`src/rtl/vga_img_pkg.sv`:
```
// Shared definitions for the VGA image subsystem.
//   ADDR_W / DATA_W : image ROM address and word widths
//   img_code_e      : 4-bit image codes placed in the upper ROM address bits
//   PORT_*          : requester indices used as read-return tags
package vga_img_pkg;

    localparam int ADDR_W = 9;
    localparam int DATA_W = 32;
    localparam int IMG_W  = 4;
    localparam int ROW_W  = 5;

    typedef enum logic [IMG_W-1:0] {
        IMG_NONE   = 4'd0,
        CALENDARIO = 4'd1,
        CRONO      = 4'd2,
        HORA       = 4'd3,
        AVATAR     = 4'd4
    } img_code_e;

    localparam logic [1:0] PORT_DISP = 2'd0;
    localparam logic [1:0] PORT_AUX1 = 2'd1;
    localparam logic [1:0] PORT_AUX2 = 2'd2;

    // ROM address = {image code, row select}
    function automatic logic [ADDR_W-1:0] make_rom_addr(input img_code_e code,
                                                        input logic [ROW_W-1:0] row);
        return {code, row};
    endfunction

endpackage

```
`src/rtl/linea_latencia_rom.sv`:
```
// ROM_LAT-deep valid/tag shift register that tracks reads in flight through
// the image ROM. A synchronous clear drops every outstanding read.
//   reloj     : clock
//   clr       : synchronous clear (active high)
//   in_valid  : a read was issued to the ROM
//   in_tag    : port index owning that read
//   out_valid : read data is on the ROM output this cycle
//   out_tag   : port index owning the ROM output
module linea_latencia_rom
    import vga_img_pkg::*;
#(
    parameter int ROM_LAT = 1
) (
    input  logic       reloj,
    input  logic       clr,
    input  logic       in_valid,
    input  logic [1:0] in_tag,
    output logic       out_valid,
    output logic [1:0] out_tag
);

    logic [ROM_LAT-1:0]       vld_q;
    logic [ROM_LAT-1:0][1:0]  tag_q;

    always_ff @(posedge reloj) begin
        if (clr) begin
            vld_q <= '0;
            tag_q <= '0;
        end else begin
            vld_q[0] <= in_valid;
            tag_q[0] <= in_tag;
            for (int i = 1; i < ROM_LAT; i++) begin
                vld_q[i] <= vld_q[i-1];
                tag_q[i] <= tag_q[i-1];
            end
        end
    end

    assign out_valid = vld_q[ROM_LAT-1];
    assign out_tag   = tag_q[ROM_LAT-1];

endmodule

```
`src/rtl/arbitro_rom_imagenes.sv`:
```
// Arbiter sharing the synchronous image ROM between the pixel path (port 0)
// and two auxiliary readers (ports 1, 2). Port 0 has strict priority; ports 1
// and 2 share a round-robin pointer. The winning address is registered to the
// ROM and the read is tracked so that data returns tagged with its port.
//
// Optional feature macro: ARB_STARVE_GUARD_EN
//   When defined, each auxiliary port has a saturating wait counter; a port
//   that has waited WAIT_MAX cycles beats port 0 for one cycle, and
//   disp_stall flags every cycle in which port 0 was denied.
//
// Ports:
//   reloj, resetM        : clock, synchronous active-high reset
//   req0/addr0           : pixel-path request and address
//   req1/addr1           : auxiliary port 1 request and address
//   req2/addr2           : auxiliary port 2 request and address
//   gnt                  : one-hot grant, combinational
//   rom_addr             : registered ROM address
//   rom_data             : ROM read data
//   rdata/rvalid/rtag    : returned data, valid flag and owning port
//   disp_stall           : port 0 denied this cycle (guard feature only)
module arbitro_rom_imagenes
    import vga_img_pkg::*;
#(
    parameter int ADDR_W   = vga_img_pkg::ADDR_W,
    parameter int DATA_W   = vga_img_pkg::DATA_W,
    parameter int ROM_LAT  = 1,
    parameter int WAIT_MAX = 15
) (
    input  logic              reloj,
    input  logic              resetM,
    input  logic              req0,
    input  logic [ADDR_W-1:0] addr0,
    input  logic              req1,
    input  logic [ADDR_W-1:0] addr1,
    input  logic              req2,
    input  logic [ADDR_W-1:0] addr2,
    output logic [2:0]        gnt,
    output logic [ADDR_W-1:0] rom_addr,
    input  logic [DATA_W-1:0] rom_data,
    output logic [DATA_W-1:0] rdata,
    output logic              rvalid,
    output logic [1:0]        rtag,
    output logic              disp_stall
);

    // 0: port 1 preferred, 1: port 2 preferred
    logic       ptr_aux2;
    logic [2:0] gnt_c;
    logic [1:0] win_tag;
    logic       iss_valid;
    logic [1:0] iss_tag;

`ifdef ARB_STARVE_GUARD_EN
    localparam logic [3:0] WAIT_LIM = 4'(WAIT_MAX);

    logic [3:0] wait1;
    logic [3:0] wait2;
    logic       urg1;
    logic       urg2;

    assign urg1 = req1 && (wait1 >= WAIT_LIM);
    assign urg2 = req2 && (wait2 >= WAIT_LIM);

    // Counters clear on grant or when the request drops, saturate at 15.
    always_ff @(posedge reloj) begin
        if (resetM) begin
            wait1 <= '0;
            wait2 <= '0;
        end else begin
            if (!req1 || gnt_c[1])    wait1 <= '0;
            else if (wait1 != 4'hF)   wait1 <= wait1 + 4'd1;
            if (!req2 || gnt_c[2])    wait2 <= '0;
            else if (wait2 != 4'hF)   wait2 <= wait2 + 4'd1;
        end
    end

    assign disp_stall = req0 && !gnt_c[0] && !resetM;
`else
    logic unused_cfg;
    assign unused_cfg = ^WAIT_MAX;
    assign disp_stall = 1'b0;
`endif

    always_comb begin
        gnt_c = 3'b000;
        if (!resetM) begin
            if (req0)
                gnt_c = 3'b001;
            else if (req1 || req2)
                gnt_c = (req2 && (!req1 || ptr_aux2)) ? 3'b100 : 3'b010;
`ifdef ARB_STARVE_GUARD_EN
            if (urg1 || urg2)
                gnt_c = (urg2 && (!urg1 || ptr_aux2)) ? 3'b100 : 3'b010;
`endif
        end
    end

    assign gnt = gnt_c;

    always_comb begin
        win_tag = PORT_DISP;
        if (gnt_c[1]) win_tag = PORT_AUX1;
        if (gnt_c[2]) win_tag = PORT_AUX2;
    end

    always_ff @(posedge reloj) begin
        if (resetM) begin
            ptr_aux2  <= 1'b0;
            rom_addr  <= '0;
            iss_valid <= 1'b0;
            iss_tag   <= PORT_DISP;
        end else begin
            if (gnt_c[1])      ptr_aux2 <= 1'b1;
            else if (gnt_c[2]) ptr_aux2 <= 1'b0;

            // Idle cycles leave the ROM address where it was.
            case (gnt_c)
                3'b001:  rom_addr <= addr0;
                3'b010:  rom_addr <= addr1;
                3'b100:  rom_addr <= addr2;
                default: rom_addr <= rom_addr;
            endcase

            iss_valid <= |gnt_c;
            iss_tag   <= win_tag;
        end
    end

    // The issue stage lines up with rom_addr; the line covers the ROM latency.
    linea_latencia_rom #(
        .ROM_LAT (ROM_LAT)
    ) u_linea (
        .reloj     (reloj),
        .clr       (resetM),
        .in_valid  (iss_valid),
        .in_tag    (iss_tag),
        .out_valid (rvalid),
        .out_tag   (rtag)
    );

    assign rdata = rom_data;

endmodule

```
`config.mk`:
```
export PLATFORM = sky130hd
export DESIGN_NAME = arbitro_rom_imagenes
export DESIGN_NICKNAME = d
export VERILOG_FILES = /design/src/rtl/vga_img_pkg.sv /design/src/rtl/linea_latencia_rom.sv /design/src/rtl/arbitro_rom_imagenes.sv
export SDC_FILE = /design/constraint.sdc
export NUM_CORES = 1
export LEC_CHECK = 0
export BUFFER_PORTS_ARGS = -buffer_cell sky130_fd_sc_hd__buf_2
export CAP_MARGIN = 15
export CORE_MARGIN = 3
export CORE_UTILIZATION = 36
export CTS_BUF_LIST = sky130_fd_sc_hd__clkbuf_4 sky130_fd_sc_hd__clkbuf_8 sky130_fd_sc_hd__clkbuf_16
export DETAILED_ROUTE_END_ITERATION = 12
export GPL_TIMING_DRIVEN = 0
export PLACE_DENSITY = 0.88
export RECOVER_POWER = 25
export REMOVE_ABC_BUFFERS = 1
export SYNTH_ARGS = -nofsm -noshare
export SYNTH_HDL_FRONTEND = slang
export SYNTH_HIERARCHICAL = 1
export SYNTH_SLANG_ARGS = --single-unit
```
`constraint.sdc`:
```
create_clock -name reloj -period 1.8 [get_ports reloj]
set_input_delay 0.36 -clock reloj [delete_from_list [all_inputs] [get_ports reloj]]
set_output_delay 0.36 -clock reloj [all_outputs]
set_load 0.02 [all_outputs]
```
# Yosys cells after proc, flatten, opt, wreduce, memory -nomap -nowiden
# Cells that the tools add are included.
totals:
  register_bits: 16
  latch_bits: 0
  mem_bits_rw: 0
  romBits: 0
  in_bits: 64
  out_inout_bits: 48
  wordCells: 27
  mem_count: 0
classes:
  addsub: 0
  n_mul: 0
  div_mod_pow: 0
  order_cmp: 0
  n_eq_ne: 3
  shift: 0
  muxes: 9
  bitwise_logic: 0
  reduce_logical: 8
op_table:
  columns: ["operator", "n"]
  rows:
  - ["$pmux 9 s3", 1]
  - ["$mux 3", 4]
  - ["$eq 3x1->1 const B", 1]
  - ["$eq 3x2->1 const B", 1]
  - ["$eq 3x3->1 const B", 1]
  - ["$mux 1", 3]
  - ["$reduce_bool 3->1", 1]
  - ["$reduce_or 3->1", 1]
  - ["$logic_or 1x1->1", 2]
  - ["$mux 2", 1]
  - ["$reduce_bool 2->1", 1]
  - ["$reduce_or 2->1", 1]
  - ["$logic_and 1x1->1", 1]
  - ["$logic_not 1->1", 1]

# Depth between registers and ports, before layout
depth:
  depth_word: 9
  ltp_mapped: 6
  ltp_nobuf: 4

# By module
# Netlist, hierarchy kept.
by_module_without_submodules:
  columns: ["module", "instances", "cells_each", "area_each_um2", "seq_area_each_um2"]
  rows:
  - ["arbitro_rom_imagenes", 1, 108, 900.9, 260.2]
  - ["linea_latencia_rom", 1, 6, 78.8, 60.1]

# Worst setup path after synthesis
# OpenSTA, ideal clock, no wires.
synth_timing:
  path_type: "flip-flop to output port"
  start: "register ptr_aux2"
  end: "output gnt[2]"
  arrival_ps: 1110
  required_ps: 1440
  path_slack_ps: 330
  path_stages_with_launch: 4
  n_path_buf: 0
  path_cell_list: "dfxtp_1 nand2b_1 nand2_1 nor3_1"
synth_between:
  elab_chain_cells: 6
synth_lines:
  columns: ["element", "line_no", "rtl"]
  rows:
  - ["from (decl)", "arbitro_rom_imagenes.sv:47", "logic ptr_aux2;"]
  - ["from (signal assigned)", "arbitro_rom_imagenes.sv:108", "ptr_aux2 <= 1'b0;"]
  - ["from (signal assigned)", "arbitro_rom_imagenes.sv:113", "if (gnt_c[1]) ptr_aux2 <= 1'b1;"]
  - ["from (signal assigned)", "arbitro_rom_imagenes.sv:114", "else if (gnt_c[2]) ptr_aux2 <= 1'b0;"]
  - ["$logic_or 1x1->1", "arbitro_rom_imagenes.sv:90", "gnt_c = (req2 && (!req1 || ptr_aux2)) ? 3'b100 : 3'b010;"]
  - ["$logic_and 1x1->1", "arbitro_rom_imagenes.sv:90", null]
  - ["$mux 3", "arbitro_rom_imagenes.sv:90", null]
  - ["$mux 3", "arbitro_rom_imagenes.sv:89", "else if (req1 || req2)"]
  - ["$mux 3", "arbitro_rom_imagenes.sv:87", "if (req0)"]
  - ["$mux 3", "arbitro_rom_imagenes.sv:86", "if (!resetM) begin"]
  - ["to (decl)", "arbitro_rom_imagenes.sv:37", "output logic [2:0] gnt,"]
# No other way between the ends.

# Final worst setup path
# Same ends and word-level chain as after synthesis.

==> summary.md <==
| Metric | Value |
|---|---|
| Die Width | `roughly 58 um` |
| R2r worst-path depth | `4` |
| Startpoint types | `register` |
| H-tree depth | `1` |
| Finished Core Util | `0.405` |
| Initial detailed-routing violation count | `16` |
| HP Class | `in -> reg` |
| Pin count of the biggest net entering global routing | `19` |
| Commonest cells in the netlist | `buf_4 (34), dfxtp_1 (16), nor2_1 (8), o21ai_1 (8)` |
| Post-synth top area share | `0.327` |
| CTS tree | `built` |
| Buf+Inv Stages, Crit Path | `1` |
| Largest family of logic cells by synthesized area | `buffers and inverters` |
| Highest routed layer | `met4` |
| Fin crit period | `approximately 1.6 ns` |
| Fmax | `608 MHz` |
| CP max stage delay | `roughly 0.36 ns` |
| Period Utilization, post-route | `0.914` |
| Fin. max-slew vios | `0` |
| Total grt overflow | `0` |
| CP delay by family, top | `simple AND/OR/NAND/NOR gates` |
| Seq/Total Area, Yosys | `0.327` |
| Worst Skew | `between 0.001 and 0.0015 ns` |
| Die height | `between 50 and 60 um` |
| Pwr dens | `about 800 mW/mm^2` |
| Drt first pass iters | `4` |
| Outcome | `complete, no violations` |
| Worst Setup End Kind | `output pin` |
| Core Box Area | `between 0.002 and 0.003 sq mm` |
| Initial antenna violation count | `0` |
| First-pass GRT wire length | `roughly 4400 um` |
| Combined area of the multi-input logic cells | `388 sq um` |
| CTS Hold Bufs | `0` |
| DR WL/cell | `20.6 um` |
| Maximum vdd ir drop | `roughly 0.4 mV` |
| Routed Antenna Nets | `0` |
| FFs w/ async S/R, synth | `0` |
| # diodes | `0` |
| RSZ-0062 raised after global routing | `no` |
| Fill cell count | `275` |
| Final hold vios | `0` |
| Critical Path Stages | `4` |
| Port bufs | `between 40 and 50` |
| Post-synthesis compound-gate area fraction | `0.203` |
| Critical Path RT | `1.44 ns` |
| Storage element area | `approximately 320 sq um` |
| Critical path class | `reg -> out` |
| Syn_area_per_cell | `8.59 sq um` |
| Prevailing post-synth register cell | `dfxtp_1` |
| Post-synthesis simple-gate area fraction | `0.174` |
| Dominant cells by area after synthesis | `dfxtp_1 (33%), buf_4 (26%), o21ai_1 (4.1%)` |
| Clk Latency, worst-skew pair | `about 0.28 ns` |
| M1 WL | `1180 um` |
| Hold_ws | `0.277 ns` |
| Most frequent cell after synthesis | `buf_4` |
| Post-synthesis adder-cell area fraction | `0` |
| Met3 WL | `just over 700 um` |
| Mux contribution to synthesized area | `0.0102` |
| Max-cap check violation count | `0` |
| Final net count | `~190` |
| TritonCTS Buffers | `3` |
| Final HPWL DP | `about 2800 um` |
| Vias after detailed routing | `819` |
| CP max stage cell | `dfxtp_2` |
| Vias in the first global route | `about 770` |
| DRT Wirelength | `between 3000 and 4000 um` |
| CP arrival | `roughly 1.3 ns` |
| Ports | `around 110` |
| Rows | `18` |
| Synth Cell Area | `980 sq um` |
| Final setup violation count | `0` |
| CTS Buffer Depth | `2` |
| Gpl congestion | `approximately 0.79` |
| WL met2 | `~1300 um` |
| Share of layout cells above drive strength 1 | `0.465` |
| Clock transition at the registers of the reported paths | `approximately 0.090 ns` |
| Setup_tns | `0 ns` |
| Tot GR Track Use | `0.185` |
| Die area | `0.00338 sq mm` |
| #FFs+latches synth | `16` |
| Post-synth top area cell | `dfxtp_1` |
| CTS Sinks | `16` |
| Post-Syn Instances | `approximately 110` |
| CP max FO | `5` |
| Post-synth EDFFs | `0` |
| Post-route DRC violation count | `0` |
| Initial core utilization | `0.388` |
| Warnings, synthesis | `6` |
| Lkg Pwr | `around 0.48 nW` |
| Layout area overhead | `4.21%` |
| Synth unique cells | `29` |
| WHS Path Cells | `3` |
| Post-synthesis xor/xnor area fraction | `0` |
| Critical path, cell by cell | `nand2b_2 > nand2_2 > nor3_1 > buf_2` |
| CTS root buf | `clkbuf_4` |
| Vias per cell | `5.22` |
[registers in the layout, indices dropped and copies added (netlist names)]
| register | cells |
|---|---|
| iss_tag | 2 |
| iss_valid | 1 |
| ptr_aux2 | 1 |
| rom_addr | 9 |
| u_linea/out_tag | 2 |
| u_linea/out_valid | 1 |
[per-layer routing]
| layer | vias to the layer above | GRT usage |
|---|---|---|
| met3 | 2 | 0.212 |
| met2 | 64 | 0.269 |
| li1 | 386 | - |
| met1 | 367 | 0.183 |
| met5 | - | 0.0317 |
| met4 | 0 | 0.00993 |
[worst reg2reg max path: stages (launching register included)]
cell	delay, ns
dfxtp_2	0.35
a21bo_4	0.25
nor3_4	0.18
a22oi_1	0.12
a211oi_2	0.22
[logic make-up after synthesis]
logic type | count (synthesis)
and+or+nand+nor | 30
DFF | 16
other | 1
muxes | 1
buffers and inverters | 39
AOI/OAI and AO/OA | 27
[power breakdown]
| part | internal [mW] | switching (mW) | total, mW | leakage (nW) |
|---|---|---|---|---|
| Combinational | 0.0723 | 0.0976 | 0.170 | 0.324 |
| Sequential | 0.378 | 0.0101 | 0.388 | 0.133 |
| Clock | 0.123 | 0.114 | 0.237 | 0.0210 |
[metrics by stage]
step | setup WS [ns] | cell area [sq um] | power (mW) | cells
after floorplan | 0.330 | 711 | 0.485 | 77
after global placement | 0.269 | 978 | 0.562 | 153
after detailed placement | 0.231 | 978 | 0.565 | 153
after CTS | 0.0296 | 1020 | 0.805 | 157
after global routing | 0.0591 | 1020 | 0.835 | 157
final | 0.154 | 1020 | 0.795 | 157
[worst paths after layout]
| path | end | slack (ns) | startpoint |
|---|---|---|---|
| worst max-delay path | gnt[2] | 0.15 | ptr_aux2$_SDFFE_PP0P_ |
| worst min-delay path | rom_addr[1]$_SDFFE_PP0P_ | 0.28 | addr0[1] |
| worst max register to register | rom_addr[5]$_SDFFE_PP0P_ | 0.61 | ptr_aux2$_SDFFE_PP0P_ |
| worst min register to register | u_linea/out_valid$_SDFF_PP0_ | 0.44 | iss_valid$_SDFF_PP0_ |
[repair_timing]
item / CTS / global route
resized for setup: 1 / 2
endpoints found under the hold margin: 0 / 0
endpoints found under the setup margin: 1 / 1
cloned: 0 / 0
setup buffers: 0 / 0
[layout make-up]
cell class / instances / share of cell area
Timing Repair Buffer: 46 / 0.225
Multi-Input combinational cell: 59 / 0.380
Inverter: 2 / 0.00735
Sequential cell: 16 / 0.315
Clock buffer: 4 / 0.0355
Tap cell: 30 / 0.0368
[layout by cell type (no fill, tap or decap)]
| cell type | synthesis | final |
|---|---|---|
| nor2_1 | 8 | 8 |
| clkbuf_8 | 0 | 1 |
| a211oi_2 | 3 | 3 |
| buf_2 | 2 | 46 |
| o221ai_1 | 2 | 2 |
| nand3b_1 | 3 | 3 |
| a22oi_1 | 3 | 3 |
| nor2b_1 | 4 | 4 |
| mux2i_1 | 1 | 1 |
| a211oi_1 | 3 | 3 |
| nand2_1 | 3 | 2 |
| nor3_1 | 3 | 3 |
| o21ai_0 | 3 | 3 |
| and2_1 | 1 | 1 |
| a311oi_1 | 1 | 1 |
| dfxtp_1 | 16 | 15 |
| inv_1 | 1 | 1 |
| o21ai_1 | 8 | 8 |
| or3_1 | 4 | 4 |
| a21oi_1 | 1 | 1 |
| a21boi_1 | 1 | 1 |
| dfxtp_2 | 0 | 1 |
| o22ai_1 | 1 | 1 |
| nand2b_1 | 2 | 1 |
| a21bo_4 | 1 | 1 |
| clkbuf_4 | 0 | 3 |
| inv_2 | 1 | 1 |
| nor3_4 | 1 | 1 |
| or2_1 | 1 | 1 |
| nand2b_2 | 0 | 1 |
| conb_1 | 1 | 1 |
| nand2_2 | 0 | 1 |
(Power assumes the default switching activity.)
